**config.mk**
```make
export PLATFORM = sky130hd
export DESIGN_NAME = mem_responder
export DESIGN_NICKNAME = d
export VERILOG_FILES = /design/src/rtl/mem_responder.sv
export SDC_FILE = /design/constraint.sdc
export NUM_CORES = 2
export LEC_CHECK = 0
export CORE_UTILIZATION = 39
export DETAILED_ROUTE_END_ITERATION = 10
export PLACE_DENSITY_LB_ADDON = 0.15
export SLEW_MARGIN = 20
export SYNTH_ARGS = -nofsm -noshare
export SYNTH_HDL_FRONTEND = slang
export SYNTH_SLANG_ARGS = --single-unit
```
**constraint.sdc**
```tcl
create_clock -name clk -period 6.8 [get_ports clk]
set_input_delay 1.02 -clock clk [delete_from_list [all_inputs] [get_ports clk]]
set_output_delay 1.02 -clock clk [all_outputs]
set_load 0.005 [all_outputs]
```
**src/rtl/mem_responder.sv**
```systemverilog
// Memory-side responder: clear sweep after reset, one-entry write buffer with read forwarding.
// Optional bus-select checker enabled by defining MEM_BUS_CHECK_EN.
module mem_responder #(
  parameter int DATA_W = 16,
  parameter int ADDR_W = 8,
  parameter int DEPTH  = 256
) (
  input  logic              clk,
  input  logic              resetMEM,
  input  logic [ADDR_W-1:0] AR,
  input  logic [DATA_W-1:0] bus_in,
  input  logic              Memoryin,
  input  logic              Memoryout,
  input  logic              MemWrite,
  input  logic [5:0]        BUSld,
  output logic [DATA_W-1:0] mem_out,
  output logic              busy,
  output logic              cmd_err,
  output logic              bus_conflict
);

  typedef enum logic [1:0] {CLEAR, IDLE, COMMIT} state_e;

  localparam logic [ADDR_W-1:0] LAST = ADDR_W'(DEPTH - 1);

  state_e            state_q;
  logic [ADDR_W-1:0] cnt_q;
  logic [ADDR_W-1:0] wb_addr_q;
  logic [DATA_W-1:0] wb_data_q;
  logic              wb_v_q;
  logic              busy_q;
  logic              cmd_err_q;
  logic [DATA_W-1:0] mem_q [DEPTH];

  logic              ar_ok;
  logic              wr_cmd;
  logic              wr_ok;
  logic              mem_we_d;
  logic [ADDR_W-1:0] mem_wa_d;
  logic [DATA_W-1:0] mem_wd_d;

  assign ar_ok  = {1'b0, AR} < (ADDR_W+1)'(DEPTH);
  assign wr_cmd = Memoryin & MemWrite;
  // Out-of-range writes never occupy the buffer.
  assign wr_ok  = wr_cmd & ar_ok;

  always_ff @(posedge clk) begin
    if (resetMEM) begin
      state_q   <= CLEAR;
      cnt_q     <= '0;
      wb_addr_q <= '0;
      wb_data_q <= '0;
      wb_v_q    <= 1'b0;
      busy_q    <= 1'b1;
      cmd_err_q <= 1'b0;
    end else begin
      case (state_q)
        CLEAR: begin
          cnt_q <= cnt_q + 1'b1;
          if (wr_cmd | Memoryout) cmd_err_q <= 1'b1;
          if (cnt_q == LAST) begin
            state_q <= IDLE;
            busy_q  <= 1'b0;
          end
        end
        IDLE: begin
          if (wr_ok) begin
            wb_addr_q <= AR;
            wb_data_q <= bus_in;
            wb_v_q    <= 1'b1;
            state_q   <= COMMIT;
          end
        end
        COMMIT: begin
          if (wr_ok) begin
            wb_addr_q <= AR;
            wb_data_q <= bus_in;
          end else begin
            wb_v_q  <= 1'b0;
            state_q <= IDLE;
          end
        end
        default: state_q <= CLEAR;
      endcase
    end
  end

  // Single array write port shared by the sweep and the buffer commit.
  always_comb begin
    mem_we_d = 1'b0;
    mem_wa_d = cnt_q;
    mem_wd_d = '0;
    if (!resetMEM) begin
      if (state_q == CLEAR) begin
        mem_we_d = 1'b1;
      end else if (state_q == COMMIT) begin
        mem_we_d = 1'b1;
        mem_wa_d = wb_addr_q;
        mem_wd_d = wb_data_q;
      end
    end
  end

  always_ff @(posedge clk) begin
    if (mem_we_d) mem_q[mem_wa_d] <= mem_wd_d;
  end

  always_comb begin
    mem_out = '0;
    if (state_q != CLEAR && Memoryout && ar_ok)
      mem_out = (wb_v_q && wb_addr_q == AR) ? wb_data_q : mem_q[AR];
  end

  assign busy    = busy_q;
  assign cmd_err = cmd_err_q;

`ifdef MEM_BUS_CHECK_EN
  logic bus_conflict_q;

  // More than one bit set: x & (x-1) is nonzero.
  always_ff @(posedge clk) begin
    if (resetMEM)
      bus_conflict_q <= 1'b0;
    else if (state_q != CLEAR && (BUSld & (BUSld - 6'd1)) != 6'd0)
      bus_conflict_q <= 1'b1;
  end

  assign bus_conflict = bus_conflict_q;
`else
  logic unused_busld;
  assign unused_busld = ^BUSld;
  assign bus_conflict = 1'b0;
`endif

endmodule
```
==> qor.yml <==
sta:
  skew_ps: 52.2
  slew-limit-headroom_pct: 16.5
  period_needed_ps: 6720
  finalSetupTns_ps: 0
  rsz0062_at_grt: "false"
  setup_viol: 0
  fin_crit_sh_pct: 98.8
  worstMarginPinSlew_ps: 1250
  slew_viol_final: 0
  max_freq_mhz: 149
  hold_viol_final: 0
  setup_ws_ps: 78.9
synth:
  ys_types: 71
  synth_area_um2: 160000
  async_reset_ff_share_pct: 0
  synth_edf_count: 4096
  ys.flop_type: "edfxtp_1"
  synth_fp_nets: 7534
  synth_top_area_share_pct: 76.8
  synth_cells: 7495
  yosysWarnings: 0
  synthTopCellsByArea: "edfxtp_1, mux4_2, mux2i_1, nor2_1, o22ai_1"
  ys_seq_area_share_pct: 77.3
  synth_top_cell_by_area: "edfxtp_1"
  avgSynthCellArea_um2: 21.4
  synth-seq-cells: 4133
cts:
  post_cts_buffers: 0
  root_buffer: "clkbuf_16"
  clk_latency_ps: 1000
  ctsLongestPathBuffers: 4
  clk_pin_slew_ps: 60
  htreeDepth: 5
  cts.sinks: 4133
  cts_tree: "done"
  cts_resized: 0
  cts_hold_buf: 0
  cts_buffers: 432
routing:
  wirelength_um: 480000
  viasPerCell: 5.76
  drcViolationCount: 0
  vias: 80700
  drtAntennaViolNets: 0
  wl_per_cell_um: 34.2
  first_pass_iters: 5
  drtIter0Drc: 9136
final_layout:
  nFillCells: 34500
  syn2layout_area_growth_pct: 15.4
  layout.nets: 8256
  drive_gt1_share_pct: 27.1
  multi_input_area_um2: 33800
  area.sequential_um2: 124000
worst_setup_path:
  critPathMaxFanout: 16
  worst-path-buf-inv: 5
  worstSetupEndpointType: "primary output"
  worst_ep_arrival_time_ps: 5700
  crit_type: "in2out"
  cp-start-kind: "input port"
  slowest_stage: "clkdlybuf4s50_1"
  crit_chain: "clkdlybuf4s50_1, buf_4, nor2b_2, nand2b_2, buf_4, nor3_1, a2111oi_0, buf_4, and4_1, nand4_1, nand3_1, clkdlybuf4s50_1"
  critPathRequiredTime_ps: 5780
  crit_family: "buffers and inverters"
  crit_top_cell: "buf_4"
  cp_slowest_stage_delay_ps: 910
placed_design:
  dp_hpwl_um: 300000
  pre_cts_slack_ps: 53.7
  place_congestion: 0.845
  port_buffers: 46
global_routing:
  grt_pass1_wl_um: 663000
  grt-ovfl-total: 0
  grt.total_usage_pct: 22.9
  grt_pass1_vias: 80800
  antenna_found_initial: 25
  grt_max_degree: 177
run_status:
  status: "finished clean"
floorplanning:
  dieArea_um2: 413000
  placementRows: 234
  ioPinCount: 54
  core_area_um2: 408000
  die_y_um: 643
  die_w_um: 643
  start_util_pct: 39.3
job:
  maxCapViolations: 0
power_and_ir_drop:
  p_switching_mw: 11.7
  clockPowerShare_pct: 43.4
  power_frac_comb_pct: 5.1
  power_mw: 53.9
  p_int_mw: 42.2
  power_frac_seq_pct: 51.4
  sw_frac_of_total_pct: 21.6
  irDropWorstVdd_v: 0.000223
  powerDensity_nw_per_um2: 292
  p_leak_nw: 59.8
worst_hold_path:
  hp-class: "reg2reg"
## cell type report
class | count | share of cell area, %
timing repair buffer | 727 | 3.53
tap | 5428 | 3.67
clock buffer | 542 | 6.22
inverter | 7 | 0.0196
sequential | 4133 | 66.9
multi-input combinational | 2916 | 18.3
clock inverter | 247 | 1.30
antenna | 13 | 0.0176
## routing by layer
metal / wire [um] / up-vias / global-route usage [%]
met3: 30700 / 659 / 3.06
met2: 231000 / 2964 / 37.4
met4: 18700 / 4 / 7.99
li1: - / 33100 / -
met5: 26 / - / 0
met1: 200000 / 44000 / 31.8
## synthesized netlist by cell type (all sizes together) (26+ instances only)
cell / instances
edfxtp: 4096
mux4: 844
mux2i: 512
nor2: 327
buf: 287
nand2: 188
o22ai: 171
clkbuf: 152
a21oi: 108
o21ai: 93
a22oi: 90
o221ai: 88
nor3: 64
nand3: 57
a211oi: 50
dfxtp: 37
and2: 30
a2111oi: 27
a22o: 26
## per-stage QoR
stage / instance area [um^2] / instances / hold slack, ps / util [%]
floorplan: 160000 / 7495 / 445 / -
global placement: 171000 / 13200 / 462 / 41.9
detailed placement: 171000 / 13200 / 466 / 41.9
CTS: 185000 / 14000 / 431 / 45.3
global route: 185000 / 14000 / 517 / 45.3
finish: 185000 / 14000 / 473 / 45.4
## registers in the layout, indices dropped and copies added, names as in the netlist
register,cells
busy,1
cmd_err,1
cnt_q,8
mem_q,4096
state_q,2
wb_addr_q,8
wb_data_q,16
wb_v_q,1
## power by group through the flow
stage	Combinational, mW	Sequential [mW]	Clock, mW
floorplan	1.52	28.3	0
global placement	2.77	28.3	0
detailed placement	2.78	28.3	0
CTS	2.79	27.7	23.8
global route	2.85	27.7	24.7
finish	2.76	27.7	23.4
## path summary, 6_finish.rpt
path	startpoint	end	slack, ps	cells past startpoint
max	AR[5]	mem_out[9]	80	12
min	busy	busy	470	2
max reg2reg	state_q[0]	mem_q[31][10]	2230	10
min reg2reg	busy	busy	470	2
## cells in the final DEF, fill, tap and decap left out, types with 20 or more instances in the layout
cell type	Yosys	final
buf_4	49	607
o21ai_0	77	77
nor3_1	64	63
buf_12	27	73
o221ai_1	86	86
dfxtp_1	37	37
nand2_1	188	185
nand3_1	57	46
a22oi_1	90	90
mux2i_1	512	512
nor2_2	0	131
clkinv_2	0	77
clkbuf_1	152	96
edfxtp_1	4096	4096
a22o_1	26	26
clkdlybuf4s50_1	0	39
clkbuf_16	0	443
clkinv_1	0	98
o22ai_1	171	171
nor4_1	22	20
a211oi_1	48	44
bufinv_16	0	43
nor2_1	327	190
mux4_2	826	826
a21oi_1	108	108
## logic make-up (layout without fill, tap and decap cells)
logic type      count (synthesis)  after routing  synth area share (%)
other cells                     1             14               0.00234
simple gates                  777            777                  2.17
buf+inv                       446           1523                  1.99
xor+xnor                       14             14                0.0766
flops                        4133           4133                  77.3
mux                          1369           1369                  15.2
fa+ha+maj                       4              4                0.0313
compound gates                751            751                  3.24
## tightest hold or removal path: stages, from the launching register on
cell	delay [ps]
dfxtp_1	310
o21ai_0	70
nand2b_1	50
(Power assumes the default switching activity.)
